File: src/rtl/vga_timing_gen.sv
// VGA raster timing generator: syncs, data enable, pixel coordinates and linear address, advancing on ce.
// Optional RGB565 colour-bar test pattern on rgb when VGA_TEST_PATTERN_EN is defined.
module vga_timing_gen #(
  parameter int HSIZE = 640,
  parameter int HFP   = 16,
  parameter int HSW   = 96,
  parameter int HBP   = 48,
  parameter int VSIZE = 480,
  parameter int VFP   = 10,
  parameter int VSW   = 2,
  parameter int VBP   = 33
) (
  input  logic        CLK,
  input  logic        RESET,
  input  logic        ce,
  output logic        hsync,
  output logic        vsync,
  output logic        de,
  output logic [10:0] x,
  output logic [10:0] y,
  output logic        line_start,
  output logic        frame_start,
  output logic [23:0] addr,
`ifdef VGA_TEST_PATTERN_EN
  output logic [15:0] rgb,
`endif
  output logic [1:0]  o_dbg_hstate,
  output logic [1:0]  o_dbg_vstate
);

  localparam int HTOTAL = HSIZE + HFP + HSW + HBP;
  localparam int VTOTAL = VSIZE + VFP + VSW + VBP;

  localparam logic [10:0] H_ACT_LAST  = 11'(HSIZE - 1);
  localparam logic [10:0] H_FP_LAST   = 11'(HSIZE + HFP - 1);
  localparam logic [10:0] H_SYNC_LAST = 11'(HSIZE + HFP + HSW - 1);
  localparam logic [10:0] H_LAST      = 11'(HTOTAL - 1);
  localparam logic [10:0] V_ACT_LAST  = 11'(VSIZE - 1);
  localparam logic [10:0] V_FP_LAST   = 11'(VSIZE + VFP - 1);
  localparam logic [10:0] V_SYNC_LAST = 11'(VSIZE + VFP + VSW - 1);
  localparam logic [10:0] V_LAST      = 11'(VTOTAL - 1);

  // Every region must be at least one unit wide: each state leaves on its own last position.
  if (VSIZE * HSIZE - 1 > 24'hFF_FFFF) begin : g_bad_addr_width
    $error("vga_timing_gen: VSIZE*HSIZE-1 does not fit the 24-bit addr");
  end
  if (HTOTAL > 2048 || VTOTAL > 2048 || HFP < 1 || HSW < 1 || HBP < 1 ||
      VFP < 1 || VSW < 1 || VBP < 1 || HSIZE < 8 || VSIZE < 1) begin : g_bad_geometry
    $error("vga_timing_gen: unsupported raster geometry");
  end

  typedef enum logic [1:0] {H_ACTIVE = 2'd0, H_FPORCH = 2'd1, H_SYNC = 2'd2, H_BPORCH = 2'd3} h_state_t;
  typedef enum logic [1:0] {V_ACTIVE = 2'd0, V_FPORCH = 2'd1, V_SYNC = 2'd2, V_BPORCH = 2'd3} v_state_t;

  h_state_t    r_hstate, w_hstate_nxt;
  v_state_t    r_vstate, w_vstate_nxt;
  logic [10:0] r_x, r_y, w_x_nxt, w_y_nxt;
  logic [23:0] r_addr, w_addr_nxt;
  logic        r_hsync, r_vsync, r_de, r_line_start, r_frame_start;
  logic        w_x_wrap, w_frame_wrap, w_next_active;

  assign w_x_wrap     = ce && (r_x == H_LAST);
  assign w_frame_wrap = w_x_wrap && (r_y == V_LAST);

  always_comb begin
    w_hstate_nxt = r_hstate;
    if (ce) begin
      case (r_hstate)
        H_ACTIVE: if (r_x == H_ACT_LAST)  w_hstate_nxt = H_FPORCH;
        H_FPORCH: if (r_x == H_FP_LAST)   w_hstate_nxt = H_SYNC;
        H_SYNC:   if (r_x == H_SYNC_LAST) w_hstate_nxt = H_BPORCH;
        H_BPORCH: if (r_x == H_LAST)      w_hstate_nxt = H_ACTIVE;
        default:                          w_hstate_nxt = H_BPORCH;
      endcase
    end
  end

  // The vertical machine only moves on the line wrap, so vsync edges align with x==0.
  always_comb begin
    w_vstate_nxt = r_vstate;
    if (w_x_wrap) begin
      case (r_vstate)
        V_ACTIVE: if (r_y == V_ACT_LAST)  w_vstate_nxt = V_FPORCH;
        V_FPORCH: if (r_y == V_FP_LAST)   w_vstate_nxt = V_SYNC;
        V_SYNC:   if (r_y == V_SYNC_LAST) w_vstate_nxt = V_BPORCH;
        V_BPORCH: if (r_y == V_LAST)      w_vstate_nxt = V_ACTIVE;
        default:                          w_vstate_nxt = V_BPORCH;
      endcase
    end
  end

  always_comb begin
    w_x_nxt = r_x;
    w_y_nxt = r_y;
    if (ce) begin
      w_x_nxt = (r_x == H_LAST) ? 11'd0 : r_x + 11'd1;
    end
    if (w_x_wrap) begin
      w_y_nxt = (r_y == V_LAST) ? 11'd0 : r_y + 11'd1;
    end
  end

  // Address steps into every active pixel, including the first of each line, and holds in blanking.
  assign w_next_active = (w_hstate_nxt == H_ACTIVE) && (w_vstate_nxt == V_ACTIVE);

  always_comb begin
    w_addr_nxt = r_addr;
    if (w_frame_wrap) begin
      w_addr_nxt = 24'd0;
    end else if (ce && w_next_active) begin
      w_addr_nxt = r_addr + 24'd1;
    end
  end

  always_ff @(posedge CLK or posedge RESET) begin
    if (RESET) begin
      r_hstate      <= H_BPORCH;
      r_vstate      <= V_BPORCH;
      r_x           <= H_LAST;
      r_y           <= V_LAST;
      r_addr        <= 24'd0;
      r_hsync       <= 1'b1;
      r_vsync       <= 1'b1;
      r_de          <= 1'b0;
      r_line_start  <= 1'b0;
      r_frame_start <= 1'b0;
    end else begin
      r_hstate      <= w_hstate_nxt;
      r_vstate      <= w_vstate_nxt;
      r_x           <= w_x_nxt;
      r_y           <= w_y_nxt;
      r_addr        <= w_addr_nxt;
      r_hsync       <= (w_hstate_nxt != H_SYNC);
      r_vsync       <= (w_vstate_nxt != V_SYNC);
      r_de          <= w_next_active;
      r_line_start  <= w_x_wrap;
      r_frame_start <= w_frame_wrap;
    end
  end

`ifdef VGA_TEST_PATTERN_EN
  localparam int BAR_W = HSIZE / 8;

  logic [15:0] r_rgb;

  function automatic logic [15:0] bar_colour(input logic [10:0] col);
    logic [2:0] idx;
    idx = 3'd0;
    for (int k = 1; k < 8; k++) begin
      if (col >= 11'(k * BAR_W)) idx = idx + 3'd1;
    end
    case (idx)
      3'd0:    bar_colour = 16'hFFFF;
      3'd1:    bar_colour = 16'hFFE0;
      3'd2:    bar_colour = 16'h07FF;
      3'd3:    bar_colour = 16'h07E0;
      3'd4:    bar_colour = 16'hF81F;
      3'd5:    bar_colour = 16'hF800;
      3'd6:    bar_colour = 16'h001F;
      default: bar_colour = 16'h0000;
    endcase
  endfunction

  always_ff @(posedge CLK or posedge RESET) begin
    if (RESET) begin
      r_rgb <= 16'h0000;
    end else begin
      r_rgb <= w_next_active ? bar_colour(w_x_nxt) : 16'h0000;
    end
  end

  assign rgb = r_rgb;
`endif

  assign hsync        = r_hsync;
  assign vsync        = r_vsync;
  assign de           = r_de;
  assign x            = r_x;
  assign y            = r_y;
  assign line_start   = r_line_start;
  assign frame_start  = r_frame_start;
  assign addr         = r_addr;
  assign o_dbg_hstate = r_hstate;
  assign o_dbg_vstate = r_vstate;

endmodule

File: config.mk
export PLATFORM = sky130hd
export DESIGN_NAME = vga_timing_gen
export DESIGN_NICKNAME = d
export VERILOG_FILES = /design/src/rtl/vga_timing_gen.sv
export SDC_FILE = /design/constraint.sdc
export NUM_CORES = 1
export LEC_CHECK = 0
export ABC_AREA = 1
export CAP_MARGIN = 25
export CORE_ASPECT_RATIO = 1.75
export CORE_MARGIN = 5
export CORE_UTILIZATION = 30
export CTS_CLUSTER_DIAMETER = 80
export DETAILED_ROUTE_END_ITERATION = 8
export PLACE_DENSITY = 0.58
export SLEW_MARGIN = 15
export SYNTH_ARGS = -nofsm -noshare
export SYNTH_HDL_FRONTEND = slang
export SYNTH_SLANG_ARGS = --single-unit
File: constraint.sdc
create_clock -name CLK -period 2.6 [get_ports CLK]
set_input_delay 0.39 -clock CLK [delete_from_list [all_inputs] [get_ports CLK]]
set_output_delay 0.39 -clock CLK [all_outputs]
set_load 0.02 [all_outputs]
Word-level counts from Yosys, hierarchy flattened
Cells that the tools add are included.
Widths: inputs -> output; s select.
{ "op_classes": {"mul": 0, "mux": 16, "bitwise_logic": 0, "div": 0, "shift": 0, "addsub": 3, "magnitude_cmp": 0, "n_eq_ne": 16, "n_reduce_logical": 9} }
{ "op_table": {"columns": ["cell", "count"], "rows": [
  ["$eq 11x10->1 const B", 5],
  ["$mux 24", 2],
  ["$eq 11x9->1 const B", 3],
  ["$add 24x1->24 const B", 1],
  ["$add 11x1->11 const B", 2],
  ["$mux 11", 2],
  ["$mux 2", 10],
  ["$pmux 2 s4", 2],
  ["$eq 2x2->1 const B", 4],
  ["$logic_not 2->1", 4],
  ["$eq 2x1->1 const B", 2],
  ["$logic_and 1x1->1", 4],
  ["$ne 2x2->1 const B", 2],
  ["$reduce_bool 2->1", 1]
]} }
{ "word_totals": {"romBits": 0, "mem_count": 0, "latch_bits": 0, "elab_cells": 54, "input_bits": 3, "reg_bits": 55, "out_inout_bits": 55, "mem_bits_rw": 0} }

Longest topological paths before layout
{ "depth": {"word_depth": 9, "depth_mapped": 14, "depth_no_buf": 13} }

Worst setup path before layout
Ideal clock, no wire load.
{ "synth_path": {"kind": "reg-to-reg", "startpoint": "register r_x[0], in the netlist x[0]", "endpoint": "register r_addr[18], in the netlist addr[18]", "t_arrival_ns": 1.893, "synth_period_minus_slack_ns": 2.012, "t_required_ns": 2.481, "stages_incl_launch_ff": 14, "setup_time_ns": 0.119, "slack_ns": 0.588, "path_buffers": 1, "path_cell_list": "dfstp_2 -> ha_1 -> nand3_1 -> inv_2 -> nand3_4 -> nor2_2 -> nand2_2 -> nand2_1 -> nand2_2 -> nor2_4 -> nand4_4 -> buf_6 -> nand3_1 -> nand2_1"} }
{ "synth_via": {"word_cells_on_any_way": 19, "cone_classes": "eq/ne: 4; mux: 8; reduce/logical: 7"} }
{ "synth_rtl": {"columns": ["item", "line", "rtl"], "rows": [
  ["from (decl)", "57", "logic [10:0] r_x, r_y, w_x_nxt, w_y_nxt;"],
  ["from (signal assigned)", "130", "r_x <= w_x_nxt;"],
  ["$eq 11x10->1", "62", "assign w_x_wrap = ce && (r_x == H_LAST);"],
  ["$logic_and 1x1->1", "62", null],
  ["$mux 2", "81", "if (w_x_wrap) begin"],
  ["via w_vstate_nxt[1]", "56", "v_state_t r_vstate, w_vstate_nxt;"],
  ["$logic_not 2->1", "104", "assign w_next_active = (w_hstate_nxt == H_ACTIVE) && (w_vstate_nxt == V_ACTIVE);"],
  ["$logic_and 1x1->1", "104", null],
  ["$logic_and 1x1->1", "110", "end else if (ce && w_next_active) begin"],
  ["$reduce_bool 2->1 (no line)", null, null],
  ["to (signal assigned)", "132", "r_addr <= w_addr_nxt;"],
  ["to (decl)", "58", "logic [23:0] r_addr, w_addr_nxt;"]
]} }
The timed path passes the listed nets, and every way through them passes these cells.
A chain may end at the register's enable or synchronous reset.

Worst setup path after layout
{ "layout_path": {"startpoint": "register r_y[0], in the netlist y[0]", "endpoint": "register r_addr[5], in the netlist addr[5]"} }
{ "layout_via": {"elab_chain_len": 8, "word_cells_on_any_way": 16, "cone_classes": "eq/ne: 4; mux: 7; reduce/logical: 5"} }
{ "layout_rtl": {"columns": ["item", "line", "rtl"], "rows": [
  ["from (decl)", "57", null],
  ["from (signal assigned)", "131", "r_y <= w_y_nxt;"],
  ["$eq 11x10->1 (tied with other cells)", "63, 86", null],
  ["$mux 2, on equally long branches", null, null],
  ["$pmux 2 s4", "82", "case (r_vstate)"],
  ["$mux 2", "81", null],
  ["$logic_not 2->1", "104", null],
  ["$logic_and 1x1->1", "104", null],
  ["$logic_and 1x1->1", "110", null],
  ["$reduce_bool 2->1 (no line)", null, null]
]} }
Several ways; a longest one is shown, not always the timed one.

==> flow_summary.yaml <==
power_and_ir_drop:
  leakage_nw: 1.896
  pwr_density_cell_nw_per_um2: 506.5
  max-vdd-ir-drop_v: 0.0002528
floorplan:
  initial_core_util: 0.3065
  chipWidth_microns: 92.46
  pin_count: 58
  floorplan.core_area_sq_um: 11650
  die-area_sq_um: 14270
  fp.dieH_microns: 154.3
  std_cell_rows: 52
yosys:
  post_synthesis_cell_area_sq_um: 3570
  post-synth-top-count-cell: "nand2_1"
  net_count_after_synthesis: 463
  postSynth.asyncResetShare: 1.000
  ys_seq_elements: 55
  synth_top_cell_area_share: 0.2734
  share_of_synthesized_area_occupied_by_flip_flops_and_latches: 0.3912
  ys_top_cells_by_area: "dfrtp_1 27%, dfstp_2 12%, nand2_1 10%"
  syn_inst: 455
  avgSynthCellArea_sq_um: 7.845
  post-synth-top-area-cell: "dfrtp_1"
  synth_commonest_cells: "96 x nand2_1, 48 x nor2_1, 47 x inv_1"
  ys.flop_type: "dfrtp_1"
  synth_edf_count: 0
  synth.yosys.warnings: 0
  ys_types: 35
min_path:
  min_path_type: "input port to asynchronous set/reset pin"
drt:
  drt_first_iter_violations: 110
  ant_nets: 0
  detail_route.vias_per_cell: 5.093
  drcViolationCount: 0
  drt-total-wl_microns: 10000
  vias: 3300
  post_drt_wl_per_cell_microns: 15.44
  detailedRoute.firstPassIterationCount: 5
placed_design:
  gp_congestion: 0.8891
  numPortBuffers: 57
  dp_hpwl_microns: 7284
  detailed_place.area_sq_um: 4254
run:
  maxCapViolations: 0
sta:
  period_minus_slack_ns: 2.346
  grt_setup_unrepaired: "false"
  report.final.setup_viol: 0
  timing.slew.headroom: 0.3823
  worstMarginPinSlew_ns: 0.9252
  fin_worst_skew_ns: 0.007645
  min_period_over_period: 0.9023
  final.setup.tns_ns: 0
  max_freq_mhz: 426.3
  final_hold_viol_count: 0
  drv_slew: 0
  final.hold.worst_slack_ns: 0.4362
worst_setup_path:
  worst_ep_arrival_time_ns: 2.58
  worst-endpoint-required_ns: 2.83
  worst_setup_path_startpoint: "y[0]"
  critical_path_peak_fanout: 13
  setup.worst_path.end_class: "flop"
  rr_startpoint: "y[0]"
  timing.setup.critical_path_class: "flop to flop"
  critical_path_source_type: "flop"
global_routing:
  met3_usage: 0.02090
  grt.met2_usage: 0.2656
  busiest_layer: "met2"
  track_usage: 0.1386
  grt_max_degree: 48
  antenna_found_initial: 0
  vias_in_the_first_global_route: 3291
  met1_usage: 0.1494
  grt.overflow.total: 0
  grt_first_pass_wirelength_microns: 16010
cells_and_area:
  n_antenna_cell: 0
  drive_gt1_frac: 0.1657
  layout.nets: 520
  layout_filler_cell_count: 1201
  final_area_sq_um: 4438
  area_growth_pct: 24.33
clock_network:
  path_clk_slew_ns: 0.07
  clock_sinks: 55
  htree_levels: 2
  tritoncts: "yes"
  max-clock-path-buffers: 2
  clock_latency_ns: 0.30
  cts_buffers: 5
  cts_root_buf: "clkbuf_16"
  cts_hold_repair.buffers: 0
  post_cts.repair.setup_buffers: 0
run_status:
  status: "completed"
==> placed cells by master, fill, tap and decap left out, drive strengths merged <==
cell type / n
nand3b: 1
nor3: 17
a21oi: 8
clkbuf: 5
nand3: 57
a31oi: 2
dfrtp: 39
dfstp: 16
a21boi: 1
nand2: 101
nor2: 57
nor4: 4
xnor2: 8
a221oi: 1
o21ai: 7
ha: 5
or2: 1
buf: 4
xor2: 21
inv: 61
o31ai: 1
clkinvlp: 2
nand4: 37
clkdlybuf4s50: 57
==> worst paths after layout <==
check / endpoint / slack, ns / cells after the start
worst max register to register: addr[5] / 0.25 / 12
worst min-delay path: y[4] / 0.44 / 2
min in group CLK: y[10] / 0.52 / 1
worst max-delay path: addr[5] / 0.25 / 12
max in group asynchronous: x[4] / 1.54 / 3
worst min register to register: y[10] / 0.52 / 1
==> routing by layer <==
metal	wire (microns)	vias to the layer above
met1	3882	1577
li1	-	1613
met5	0	-
met3	394	24
met4	244	0
met2	5481	86
==> stage by stage <==
stage / util / power [mW] / setup WS, ns / cells
after CTS: 0.3781 / 2.287 / 0.1021 / 646
after global placement: 0.3653 / 1.573 / 0.2044 / 638
after floorplan: - / 1.346 / 0.5879 / 455
after global routing: 0.3811 / 2.355 / 0.01443 / 648
final: 0.3811 / 2.248 / 0.2540 / 648
after detailed placement: 0.3653 / 1.578 / 0.02895 / 638
==> power breakdown <==
part	leakage (nW)	switching, mW	total, mW	internal (mW)
clock	0.0664	0.333	0.694	0.361
sequential	0.681	0.111	1.07	0.960
combinational	1.15	0.279	0.482	0.203
total	1.90	0.724	2.25	1.52
==> flip-flops by register name, summed over array words and instances (netlist names), 2 cells and up <==
name,count
o_dbg_vstate,2
x,11
y,11
addr,24
o_dbg_hstate,2
==> worst max-delay path, cell delays in order, from the launching register on <==
cell	delay (ns)
dfrtp_1	0.44
inv_1	0.14
ha_1	0.19
nand2_1	0.08
nor2_1	0.14
nand3_2	0.17
o21ai_1	0.17
nand2_1	0.10
nand2_4	0.14
nand2_2	0.12
nor2_4	0.30
nand4_1	0.17
nand2_1	0.11
==> cells by family (layout without fill, tap and decap cells) <==
kind of cell,after synthesis,after routing,share of synthesized area
AO/OA/AOI/OAI,20,20,0.03330
XOR/XNOR,29,29,0.07115
adder cells (fa/ha/maj),5,5,0.01753
buffers and inverters,73,129,0.09043
flip-flops,55,55,0.3912
AND/OR/NAND/NOR,273,275,0.3964
==> layout make-up <==
type	count	area, sq um	share of cell area
Tap cell	135	168.9	0.03806
Inverter	60	225.2	0.05075
Sequential cell	55	1396	0.3146
Timing Repair Buffer	61	613.1	0.1381
Multi-Input combinational cell	329	1886	0.4249
Clock buffer	5	125.1	0.02819
Clock inverter	3	23.77	0.005357
==> what timing repair did <==
action / CTS / global route
gates resized for setup: 0 / 3
endpoints found under the hold margin: 0 / 0
setup endpoints to repair: 0 / 24
Power figures use the tool's default switching activity.
